## config.mk

```make
export PLATFORM = sky130hd
export DESIGN_NAME = cache_write_buffer
export DESIGN_NICKNAME = d
export VERILOG_FILES = /design/src/rtl/cache_write_buffer.sv
export SDC_FILE = /design/constraint.sdc
export NUM_CORES = 1
export LEC_CHECK = 0
export CAP_MARGIN = 5
export CELL_PAD_IN_SITES_DETAIL_PLACEMENT = 1
export CELL_PAD_IN_SITES_GLOBAL_PLACEMENT = 1
export CORE_AREA = 2 2 175 177
export CTS_CLUSTER_SIZE = 28
export DETAILED_ROUTE_END_ITERATION = 8
export DIE_AREA = 0 0 177 179
export GPL_TIMING_DRIVEN = 1
export PLACE_DENSITY_LB_ADDON = 0.1
export RECOVER_POWER = 50
export SETUP_SLACK_MARGIN = 0.2
export SLEW_MARGIN = 20
export SYNTH_ARGS = -nofsm -noshare
export SYNTH_HDL_FRONTEND = slang
export SYNTH_SLANG_ARGS = --single-unit
```

## constraint.sdc

```tcl
create_clock -name clk -period 6.9 [get_ports clk]
set_clock_uncertainty 0.2 [all_clocks]
set_input_delay 1.035 -clock clk [delete_from_list [all_inputs] [get_ports clk]]
set_output_delay 1.035 -clock clk [all_outputs]
set_load 0.01 [all_outputs]
```

## src/rtl/cache_write_buffer.sv

```systemverilog
// Posted-write store buffer between the cache memory port and the bus.
// Writes are acknowledged on enqueue and drained in order; reads pass only once empty.
module cache_write_buffer #(
  parameter int DEPTH = 4
) (
  input  logic        clk,
  input  logic        reset,
  input  logic [31:0] up_addr_i,
  input  logic [31:0] up_wdata_i,
  input  logic        up_we_i,
  input  logic        up_req_i,
  input  logic [3:0]  up_be_i,
  output logic [31:0] up_rdata_o,
  output logic        up_gnt_o,
  output logic        up_rvalid_o,
  output logic        up_error_o,
  output logic [31:0] mem_addr_o,
  output logic [31:0] mem_wdata_o,
  output logic        mem_we_o,
  output logic        mem_req_o,
  output logic [3:0]  mem_be_o,
  input  logic [31:0] mem_rdata_i,
  input  logic        mem_gnt_i,
  input  logic        mem_rvalid_i,
  input  logic        mem_error_i,
  output logic        empty_o,
  output logic        drain_error_o
);

  localparam int PW = $clog2(DEPTH);
  localparam int CW = PW + 1;
  localparam logic [CW-1:0] FULL_CNT = CW'(DEPTH);

  typedef enum logic [2:0] {IDLE, WR_REQ, WR_WAIT, RD_REQ, RD_WAIT} state_t;

  typedef struct packed {
    logic [31:0] addr;
    logic [31:0] wdata;
    logic [3:0]  be;
  } entry_t;

  state_t        state_q, state_d;
  entry_t        fifo_q [DEPTH];
  logic [PW-1:0] wr_ptr_q, rd_ptr_q;
  logic [CW-1:0] count_q, count_d;
  logic          rd_resp_q, rd_resp_d;
  logic          rd_busy, wr_gnt, rd_gnt, push, pop;

  logic [31:0]   mem_addr_d, mem_wdata_d, up_rdata_d;
  logic [3:0]    mem_be_d;
  logic          mem_we_d, mem_req_d, up_rvalid_d, up_error_d, drain_error_d, empty_d;

  // rd_resp_q marks the cycle the read response is on the upstream port.
  assign rd_busy  = (state_q == RD_REQ) || (state_q == RD_WAIT) || rd_resp_q;
  assign wr_gnt   = up_req_i && up_we_i && (count_q < FULL_CNT) && !rd_busy;
  assign rd_gnt   = up_req_i && !up_we_i && (count_q == '0) && (state_q == IDLE) && !rd_busy;
  assign up_gnt_o = wr_gnt || rd_gnt;
  assign push     = wr_gnt;
  assign pop      = (state_q == WR_REQ) && mem_gnt_i;

  always_comb begin
    count_d = count_q;
    if (push && !pop)      count_d = count_q + CW'(1);
    else if (pop && !push) count_d = count_q - CW'(1);
  end

  // NOTE: every signal assigned in always_comb gets a default first, so no latch is inferred.
  always_comb begin
    state_d = state_q;
    unique case (state_q)
      IDLE: begin
        if (rd_gnt)              state_d = RD_REQ;
        else if (count_q != '0)  state_d = WR_REQ;
      end
      WR_REQ:  if (mem_gnt_i)    state_d = WR_WAIT;
      WR_WAIT: if (mem_rvalid_i) state_d = IDLE;
      RD_REQ:  if (mem_gnt_i)    state_d = RD_WAIT;
      RD_WAIT: if (mem_rvalid_i) state_d = IDLE;
      default:                   state_d = IDLE;
    endcase
  end

  always_comb begin
    mem_addr_d    = mem_addr_o;
    mem_wdata_d   = mem_wdata_o;
    mem_be_d      = mem_be_o;
    mem_we_d      = mem_we_o;
    mem_req_d     = mem_req_o;
    up_rvalid_d   = 1'b0;
    up_error_d    = 1'b0;
    up_rdata_d    = up_rdata_o;
    drain_error_d = 1'b0;
    rd_resp_d     = 1'b0;
    unique case (state_q)
      IDLE: begin
        if (rd_gnt) begin
          mem_req_d   = 1'b1;
          mem_we_d    = 1'b0;
          mem_addr_d  = up_addr_i;
          mem_wdata_d = '0;
          mem_be_d    = up_be_i;
        end else if (count_q != '0) begin
          mem_req_d   = 1'b1;
          mem_we_d    = 1'b1;
          mem_addr_d  = fifo_q[rd_ptr_q].addr;
          mem_wdata_d = fifo_q[rd_ptr_q].wdata;
          mem_be_d    = fifo_q[rd_ptr_q].be;
        end
      end
      WR_REQ:  if (mem_gnt_i) mem_req_d = 1'b0;
      WR_WAIT: if (mem_rvalid_i) drain_error_d = mem_error_i;
      RD_REQ:  if (mem_gnt_i) mem_req_d = 1'b0;
      RD_WAIT: begin
        if (mem_rvalid_i) begin
          up_rvalid_d = 1'b1;
          up_error_d  = mem_error_i;
          up_rdata_d  = mem_rdata_i;
          rd_resp_d   = 1'b1;
        end
      end
      default: mem_req_d = 1'b0;
    endcase
    // Posted write: acknowledged on the cycle after enqueue, never with an error.
    if (wr_gnt) begin
      up_rvalid_d = 1'b1;
      up_error_d  = 1'b0;
      up_rdata_d  = '0;
    end
  end

  assign empty_d = (count_d == '0) && (state_d == IDLE);

  // NOTE: sequential state uses non-blocking assignments so all registers update from pre-edge values.
  always_ff @(posedge clk or posedge reset) begin
    if (reset) begin
      state_q       <= IDLE;
      wr_ptr_q      <= '0;
      rd_ptr_q      <= '0;
      count_q       <= '0;
      rd_resp_q     <= 1'b0;
      mem_addr_o    <= '0;
      mem_wdata_o   <= '0;
      mem_be_o      <= '0;
      mem_we_o      <= 1'b0;
      mem_req_o     <= 1'b0;
      up_rvalid_o   <= 1'b0;
      up_error_o    <= 1'b0;
      up_rdata_o    <= '0;
      drain_error_o <= 1'b0;
      empty_o       <= 1'b1;
    end else begin
      state_q       <= state_d;
      count_q       <= count_d;
      rd_resp_q     <= rd_resp_d;
      mem_addr_o    <= mem_addr_d;
      mem_wdata_o   <= mem_wdata_d;
      mem_be_o      <= mem_be_d;
      mem_we_o      <= mem_we_d;
      mem_req_o     <= mem_req_d;
      up_rvalid_o   <= up_rvalid_d;
      up_error_o    <= up_error_d;
      up_rdata_o    <= up_rdata_d;
      drain_error_o <= drain_error_d;
      empty_o       <= empty_d;
      if (push) wr_ptr_q <= wr_ptr_q + PW'(1);
      if (pop)  rd_ptr_q <= rd_ptr_q + PW'(1);
    end
  end

  // NOTE: storage is not reset; an entry is only read after being written behind the count.
  always_ff @(posedge clk) begin
    if (push) fifo_q[wr_ptr_q] <= '{addr: up_addr_i, wdata: up_wdata_i, be: up_be_i};
  end

endmodule
```

==> results of run 1 <==
## Yosys cell counts (2+ instances only)
cell      number
a22o_1        32
ha_1           7
dfrtp_1      116
nand2b_1       2
inv_1          6
buf_6          6
xnor2_1        5
and2_1         5
o22ai_1        2
mux2i_1       36
xor2_1         2
buf_2         18
clkbuf_1      25
nand2_1      106
o21ai_1       36
nor2_1         6
mux4_2        68
nand3_1        2
a21oi_1       35
o21ai_0        4
edfxtp_1     272
## report_power, final
group	total [W]	leakage [nW]	switching, W	internal, W
sequential	0.00332	3.95	0.000361	0.00296
clock	0.00200	0.606	0.000849	0.00115
combinational	0.00214	2.11	0.00104	0.00111
## worst reg2reg max path, stage by stage, from the launching register on
cell     delay (ps)
dfrtp_1         430
nor3b_1         480
and4_1         1320
and2_4          850
buf_4           510
## layout make-up
cell class / count / area, um2
clock buffer: 55 / 1100
fill: 2667 / 11600
sequential: 389 / 11100
timing repair buffer: 225 / 2210
clock inverter: 18 / 118
tap: 396 / 495
inverter: 8 / 31.3
antenna: 8 / 20.0
multi-input combinational: 365 / 3370
## worst paths after layout
| path | startpoint | depth (start not counted) | endpoint | slack [ps] |
|---|---|---|---|---|
| worst max register to register | count_q[2]$_DFF_PP0_ | 4 | fifo_q[1][66]$_DFFE_PP_ | 2760 |
| min in group asynchronous | reset | 2 | mem_addr_o[8]$_DFFE_PP0P_ | 1810 |
| max in group asynchronous | reset | 3 | rd_ptr_q[1]$_DFFE_PP0P_ | 2790 |
| worst min-delay path | mem_addr_o[7]$_DFFE_PP0P_ | 2 | mem_addr_o[7]$_DFFE_PP0P_ | 280 |
| worst min register to register | mem_addr_o[7]$_DFFE_PP0P_ | 2 | mem_addr_o[7]$_DFFE_PP0P_ | 280 |
| worst max-delay path | up_req_i | 6 | up_gnt_o | 2030 |
## kinds of logic (layout without fill, tap and decap cells)
family	Yosys count	count (layout)	share of synthesized area, %
other	0	8	0
adders and majority gates	8	8	0.662
DFF	389	389	75.2
buffers and inverters	58	306	1.96
muxes	104	104	12.8
AOI/OAI and AO/OA	112	112	4.84
and+or+nand+nor	134	134	4.06
xor gates and xnor gates	7	7	0.416
## routing by layer
layer,global-route usage [%],vias to the layer above,wire length (um)
met2,34.5,230,15600
met3,4.41,52,1850
met5,0,-,34
met1,29.2,4124,14100
li1,-,3577,-
met4,6.30,6,723
## metrics by stage
| step | cell area [um2] | instances | utilization, % | setup slack (ps) |
|---|---|---|---|---|
| 6_report | 18500 | 1464 | 61.5 | 2030 |
| 5_1_grt | 18400 | 1461 | 61.4 | 1850 |
| 4_1_cts | 18500 | 1456 | 61.4 | 2250 |
| 3_5_place_dp | 17200 | 1383 | 57.4 | 2270 |
| 3_3_place_gp | 17200 | 1383 | 57.4 | 2270 |
| 2_1_floorplan | 14700 | 812 | - | 2570 |
## flip-flops by register name, indices dropped and copies added, names as in the netlist, 2 cells and up
signal,cells
rd_ptr_q,2
mem_wdata_o,32
state_q,3
count_q,3
wr_ptr_q,2
mem_be_o,4
fifo_q,272
mem_addr_o,32
up_rdata_o,32
==> results by group, run 1 <==
Global routing
  – Grt total ovfl: 0
  – Initial antenna violation count: 10
  – First-pass GRT wire length: 50700 um
  – Vias in the first global route: 8834
  – Pin count of the biggest net entering global routing: 73
  – GRT Total Usage: 21.2%

Clock network
  – Postcts setup bufs: 0
  – CTS tree: yes
  – Clk buf depth: 3
  – CTS H-tree depth: 2
  – Clock root buffer: clkbuf_16
  – Sink Count: 389
  – Clock-pin slew on the worst setup and hold paths: 60 ps
  – Clock latency on the worst-skew pair: 530 ps
  – Hold_buf cts: 0
  – CTS resizes: 0
  – CTS buffer count: 40

Setup path
  – Worst setup path class: in -> out
  – CP peak stage delay: 630 ps
  – Crit end category: output pin
  – Crit-path slowest cell: buf_4
  – WP data required: 5660 ps
  – Family with the most delay on the worst path: buffers and inverters
  – Arr. time, crit path: 3640 ps
  – Crit path buffers/inverters: 3
  – Startpoint types: input port
  – CP cell instances: dlygate4sd3_1 > nor3b_1 > and3_2 > buf_4 > nand2b_1 > clkdlybuf4s50_1
  – Critical path fanouts, max: 40

Outcome
  – Failing checks: max-capacitance violations, max-slew violations
  – Status: complete, but fails checks

Logic synthesis
  – Sequential share of the synthesized area: 75.2%
  – Leading area contributor after synthesis: edfxtp_1
  – Synthesized Nets: 926
  – Distinct cells, synth: 42
  – Mapped Cells: 812
  – Mapped Avg Cell Area: 18.2 um2
  – Synth top area share: 55.4%
  – YS warnings: 0
  – EDFF count, synth: 272
  – Asr flop ratio synth: 30.1%
  – Synth Register Bits: 389
  – Ranking of synthesized cells by area: edfxtp_1 (55%), dfrtp_1 (20%), mux4_2 (10%)
  – Mapped cell area: 14700 um2
  – Top FF cell, synth: edfxtp_1

Power
  – VDD IR-drop max: 0.262 mV
  – Leakage: 6.67 nW
  – Overall Power: 0.00747 W
  – P per Cell Area: 405 nW/um2

Drt
  – Via count: 7989
  – Avg WL per Cell: 22.1 um
  – Final ANT Viol Nets: 0
  – DRT iter0 DRCs: 618
  – DR vias/cell: 5.46
  – DRC violations left: 0
  – Drt pass-1 iters: 4
  – Routed WL: 32300 um

Floorplan
  – Num ports: 214
  – Die width: 177 um
  – Total die area: 31700 um2
  – Core box area: 30000 um2
  – Row count: 64
  – Die height: 179 um
  – Initial Util: 49.1%

STA
  – Period utilization: 70.6%
  – Slew Viols, Final: 148
  – Least-Margin Pin Slew: 3530 ps
  – Setup TNS: 0 ps
  – Maximum clock rate: 0.205 GHz
  – Final hold slack: 278 ps
  – RSZ-0062 raised after global routing: false
  – Final hold violations: 0
  – Min Clock Period, post-route: 4870 ps
  – Final setup viols: 0
  – Worst slew margin: -136%

Worst hold path
  – Worst Hold Class: reg -> reg

Place
  – Routability cong.: 0.722
  – HPWL after detailed placement: 18900 um
  – PortBufs: 213

Finish
  – Layout Area Growth over Synthesis: 25.1%
  – Most common cell after layout, fill and taps aside: edfxtp_1
  – Layout cells sized above 1: 14.2%
  – Commonest cells after routing, fill and taps aside: edfxtp_1 (272), dlygate4sd3_1 (157), dfrtp_1 (114)
  – Final nets: 1143

Run
  – # Max-Cap Violations: 3
Power figures use the tool's default switching activity.
==> run 2: changes to the inputs <==
- CORE_AREA: 2 2 175 177 -> 2 2 183 185
- DIE_AREA: 0 0 177 179 -> 0 0 185 187
- clock period: 6.9 -> 4.8 ns (I/O delays scaled with it)
==> results by group, run 2 (synthesis results as in run 1) <==
STA
  – Setup WS post-layout: 930 ps
  – Min Clock Period, post-route: 3870 ps
  – Final hold violations: 0
  – Period utilization: 80.6%
  – RSZ-0062 raised after global routing: false
  – Least-Margin Pin Slew: 3160 ps
  – Final setup viols: 0
  – Worst slew margin: -112%
  – Setup TNS: 0 ps
  – Maximum clock rate: 0.258 GHz
  – Slew Viols, Final: 102

Finish
  – Design area: 18800 um2
  – Most common cell after layout, fill and taps aside: edfxtp_1
  – Largest register FFs: 272
  – Layout Area Growth over Synthesis: 27.8%
  – Commonest cells after routing, fill and taps aside: edfxtp_1 (272), dfrtp_1 (115), dlygate4sd3_1 (109)
  – Final nets: 1150
  – Layout cells sized above 1: 15.5%
  – Antenna cells: 0
  – Top reg by flops: fifo_q

Clock network
  – Clock latency on the worst-skew pair: 530 ps
  – Clk buf depth: 3
  – CTS H-tree depth: 2
  – Hold_buf cts: 0
  – CTS buffer count: 41
  – Clock-pin slew on the worst setup and hold paths: 60 ps
  – Sink Count: 389
  – Clock root buffer: clkbuf_16
  – CTS resizes: 0
  – Postcts setup bufs: 0
  – CTS tree: yes

Global routing
  – M2 GR Usage: 32.4%
  – Grt total ovfl: 0
  – Pin count of the biggest net entering global routing: 70
  – Initial antenna violation count: 3
  – GRT Total Usage: 19.5%
  – Grt peak-use layer: met2
  – First-pass GRT wire length: 51400 um
  – Vias in the first global route: 8687
  – M1 GR Usage: 27.4%
  – Met3 Usage GRT: 3.37%

Worst hold path
  – Min-delay src: mem_addr_o[27]$_DFFE_PP0P_
  – Hold worst-path end: mem_addr_o[27]$_DFFE_PP0P_
  – Worst hold path stage count: 2
  – Worst Hold Class: reg -> reg

Setup path
  – Critical path fanouts, max: 40
  – Worst r2r src: rd_ptr_q[0]$_DFFE_PP0P_
  – Worst setup path class: in -> reg
  – Crit end category: register
  – Arr. time, crit path: 3880 ps
  – Reg-to-reg endpoint: mem_wdata_o[13]$_DFFE_PP0P_
  – WP data required: 4810 ps
  – Startpoint types: input port
  – Worst R2R Path Depth: 3
  – Reg2Reg Setup Slack: 1100 ps

Place
  – Placed Instance Area: 17400 um2
  – HPWL after detailed placement: 20000 um
  – PortBufs: 213
  – Placement Setup Slack: 1150 ps
  – Routability cong.: 0.689

Run
  – # Max-Cap Violations: 2

Floorplan
  – Num ports: 214
  – Die width: 185 um
  – Initial Util: 44.9%
  – Total die area: 34600 um2
  – Core box area: 32900 um2
  – Die height: 187 um
  – Row count: 67

Outcome
  – Status: complete, but fails checks
  – Failing checks: max-capacitance violations, max-slew violations

Power
  – VDD IR-drop max: 0.263 mV
  – Leakage: 6.74 nW
  – P per Cell Area: 604 nW/um2

Drt
  – DR vias/cell: 5.26
  – Avg WL per Cell: 21.9 um
  – DRT iter0 DRCs: 470
  – Via count: 7975
  – Final ANT Viol Nets: 0
  – Drt pass-1 iters: 4
  – Routed WL: 33100 um
  – DRC violations left: 0
run 2: layout make-up:
| cell class | instances | area [um2] |
|---|---|---|
| sequential | 389 | 11100 |
| inverter | 8 | 31.3 |
| multi-input combinational | 365 | 3370 |
| timing repair buffer | 231 | 2310 |
| clock inverter | 22 | 372 |
| tap | 448 | 561 |
| clock buffer | 52 | 1100 |
| fill | 2963 | 14000 |
run 2: per-stage QoR:
step,cells,total power [W],hold slack (ps),utilization (%)
5_1_grt,1515,0.0120,314,57.4
3_3_place_gp,1441,0.00806,269,52.9
4_1_cts,1515,0.0116,288,57.4
3_5_place_dp,1441,0.00814,274,52.9
6_report,1515,0.0114,278,57.4
2_1_floorplan,812,0.00669,320,-
run 2: power by group:
part | internal (W) | switching, W | total, W | leakage [nW]
Combinational | 0.00169 | 0.00150 | 0.00319 | 2.06
Clock | 0.00216 | 0.00127 | 0.00343 | 0.726
Sequential | 0.00425 | 0.000525 | 0.00477 | 3.95
Total | 0.00810 | 0.00329 | 0.0114 | 6.74
run 2: worst max-delay path, cell delays in order:
cell           delay [ps]
dlygate4sd3_1         530
nor3b_2               280
and4_1               1230
and2_4                800
buf_12                270
run 2: worst max path at each step:
stage	end	slack (ps)	cells past startpoint	from
2_1_floorplan	count_q[0]$_DFF_PP0_	780	1	reset
3_3_place_gp	fifo_q[0][57]$_DFFE_PP_	1210	5	up_req_i
3_5_place_dp	fifo_q[0][62]$_DFFE_PP_	1150	5	up_req_i
4_1_cts	up_gnt_o	1400	5	up_req_i
5_1_grt	state_q[1]$_DFF_PP0_	660	3	reset
6_report	fifo_q[0][38]$_DFFE_PP_	930	5	up_req_i
run 2: routing by layer:
metal | wire length, um | vias to the layer above
met4 | 465 | 4
met3 | 1610 | 40
li1 | - | 3576
met1 | 14800 | 4155
met2 | 16200 | 200
met5 | 23 | -
==> edit (flow settings as in run 2) <==
The 5 states of `state_t` get a one-hot encoding in 5 bits.
--- a/src/rtl/cache_write_buffer.sv
+++ b/src/rtl/cache_write_buffer.sv
@@ -31,7 +31,7 @@
   localparam int CW = PW + 1;
   localparam logic [CW-1:0] FULL_CNT = CW'(DEPTH);
 
-  typedef enum logic [2:0] {IDLE, WR_REQ, WR_WAIT, RD_REQ, RD_WAIT} state_t;
+  typedef enum logic [4:0] {IDLE = 5'b00001, WR_REQ = 5'b00010, WR_WAIT = 5'b00100, RD_REQ = 5'b01000, RD_WAIT = 5'b10000} state_t;
 
   typedef struct packed {
     logic [31:0] addr;
Check against the original RTL: no difference found for any inputs over 4 cycles, from zero or initial values and one cycle with reset high; so few cycles prove little.
==> edit against run 2 <==
The run still ends with max-capacitance violations, max-slew violations left. Core utilization rose by 0.62 points. Total power fell by 4.5%. Cell area rose by 1.1%. Setup slack improved by 30 ps. Area after synthesis rose by 1.6%. Worst hold slack got worse by 8.0 ps. Global-route usage rose by 0.55 points. Final cell count rose by 5.9%. Sequential cell count rose by 2. Routed wire length rose by 3.2%. Critical path depth did not move. First-iteration DRC count rose by 19%. Largest power group unchanged.
==> edit: results (changes against run 2) <==
| Metric | Value |
|---|---|
| Total of max-cap violations | `2 (unchanged)` |
| Sequential element share of the synthesized area | `74.4% (-0.83 points)` |
| Status | `complete, but fails checks` |
| Power density over cell area | `571 nW/um^2 (-5.5%)` |
| Data arrival, critical path | `2920 ps (-960 ps)` |
| RD Place Congestion | `0.733 (+6.3%)` |
| Wire length of the first global-routing pass | `53.3 mm (+3.6%)` |
| Share of final layout cell area taken by non-clock buffers | `12.2% (-0.085 points)` |
| Fill cell count | `3094 (+4.4%)` |
| Total length of routed met3 wires | `1.70 mm (+5.3%)` |
| Share of cells above drive strength 1 | `14.5% (-1.0 points)` |
| Portion of the layout cell area used by clock cells | `7.30% (-0.50 points)` |
| Sequential cell area in the final layout | `11200 um^2 (+0.50%)` |
| Placed standard-cell area | `17700 um^2 (+1.5%)` |
| GRT Total Usage | `20.0% (+0.55 points)` |
| Avg Synthesized Cell Area | `16.6 um^2 (-8.7%)` |
| Vias after detailed routing | `8578 (+7.6%)` |
| Combined area of the multi-input logic cells | `3580 um^2 (+6.1%)` |
| Final-report max-slew violation count | `142 (+39%)` |
| Total placed cells including tap cells | `1526 (+5.9%)` |
| Largest net degree at the start of global routing | `107 (+53%)` |
| Ranking of synthesized cells by area | `edfxtp_1 (55%), dfrtp_1 (20%), mux4_2 (10%)` |
| GRT met2 Usage | `33.4% (+1.1 points)` |
| Post-detailed-placement half-perimeter wirelength | `20.9 mm (+4.4%)` |
| # diodes | `1 (+1)` |
| Antenna violations before repair | `4 (+1)` |
| Inverter count | `10 (+2)` |
| Top post-synthesis cells by count | `edfxtp_1 (272), nand2_1 (153), dfrtp_1 (117)` |
| Inserted Clock Buffers | `42 (+2.4%)` |
| Syn Std Cell Area | `15000 um^2 (+1.6%)` |
| Wire length the detailed router placed on met1 | `14.9 mm (+0.88%)` |
| Critical-path maximum fanout | `12 (-70%)` |
| IR Drop Worst-Case VDD | `0.313 mV (+19%)` |
| Multi-input gate count | `450 (+23%)` |
| Violations in the final reports | `max-capacitance violations, max-slew violations` |
| Slowest stage cell, crit path | `nor3_1` |
| Routed length on met2 | `16.9 mm (+4.2%)` |
| Number of design-rule violations left by the first detailed-router iteration | `558 (+19%)` |
| Met3 layer usage reported by global route | `3.49% (+0.12 points)` |
==> edit: logic make-up after synthesis <==
group / after synthesis / share of synthesized area [%]
flops: 391 / 74.4
fa+ha+maj: 8 / 0.651
mux: 68 / 10.2
buf+inv: 62 / 1.80
compound gates: 112 / 5.02
xor+xnor: 6 / 0.401
simple gates: 256 / 7.49
==> edit: worst paths after layout <==
path                                 from             end  slack, ps  cells after the start
setup reg to reg               state_q[4]  mem_addr_o[21]       1640                      5
max in group asynchronous           reset   mem_addr_o[1]       1570                      3
setup / recovery               state_q[4]        up_gnt_o        960                      5
min in group asynchronous           reset   up_rdata_o[1]       1270                      2
hold / removal             mem_addr_o[30]  mem_addr_o[30]        270                      1
hold reg to reg            mem_addr_o[30]  mem_addr_o[30]        270                      1
==> edit: where the power goes <==
part	leakage (nW)	switching, mW	internal (mW)	total (mW)
Combinational	2.42	1.52	1.59	3.10
Clock	0.686	1.29	1.94	3.23
Sequential	3.96	0.408	4.14	4.55
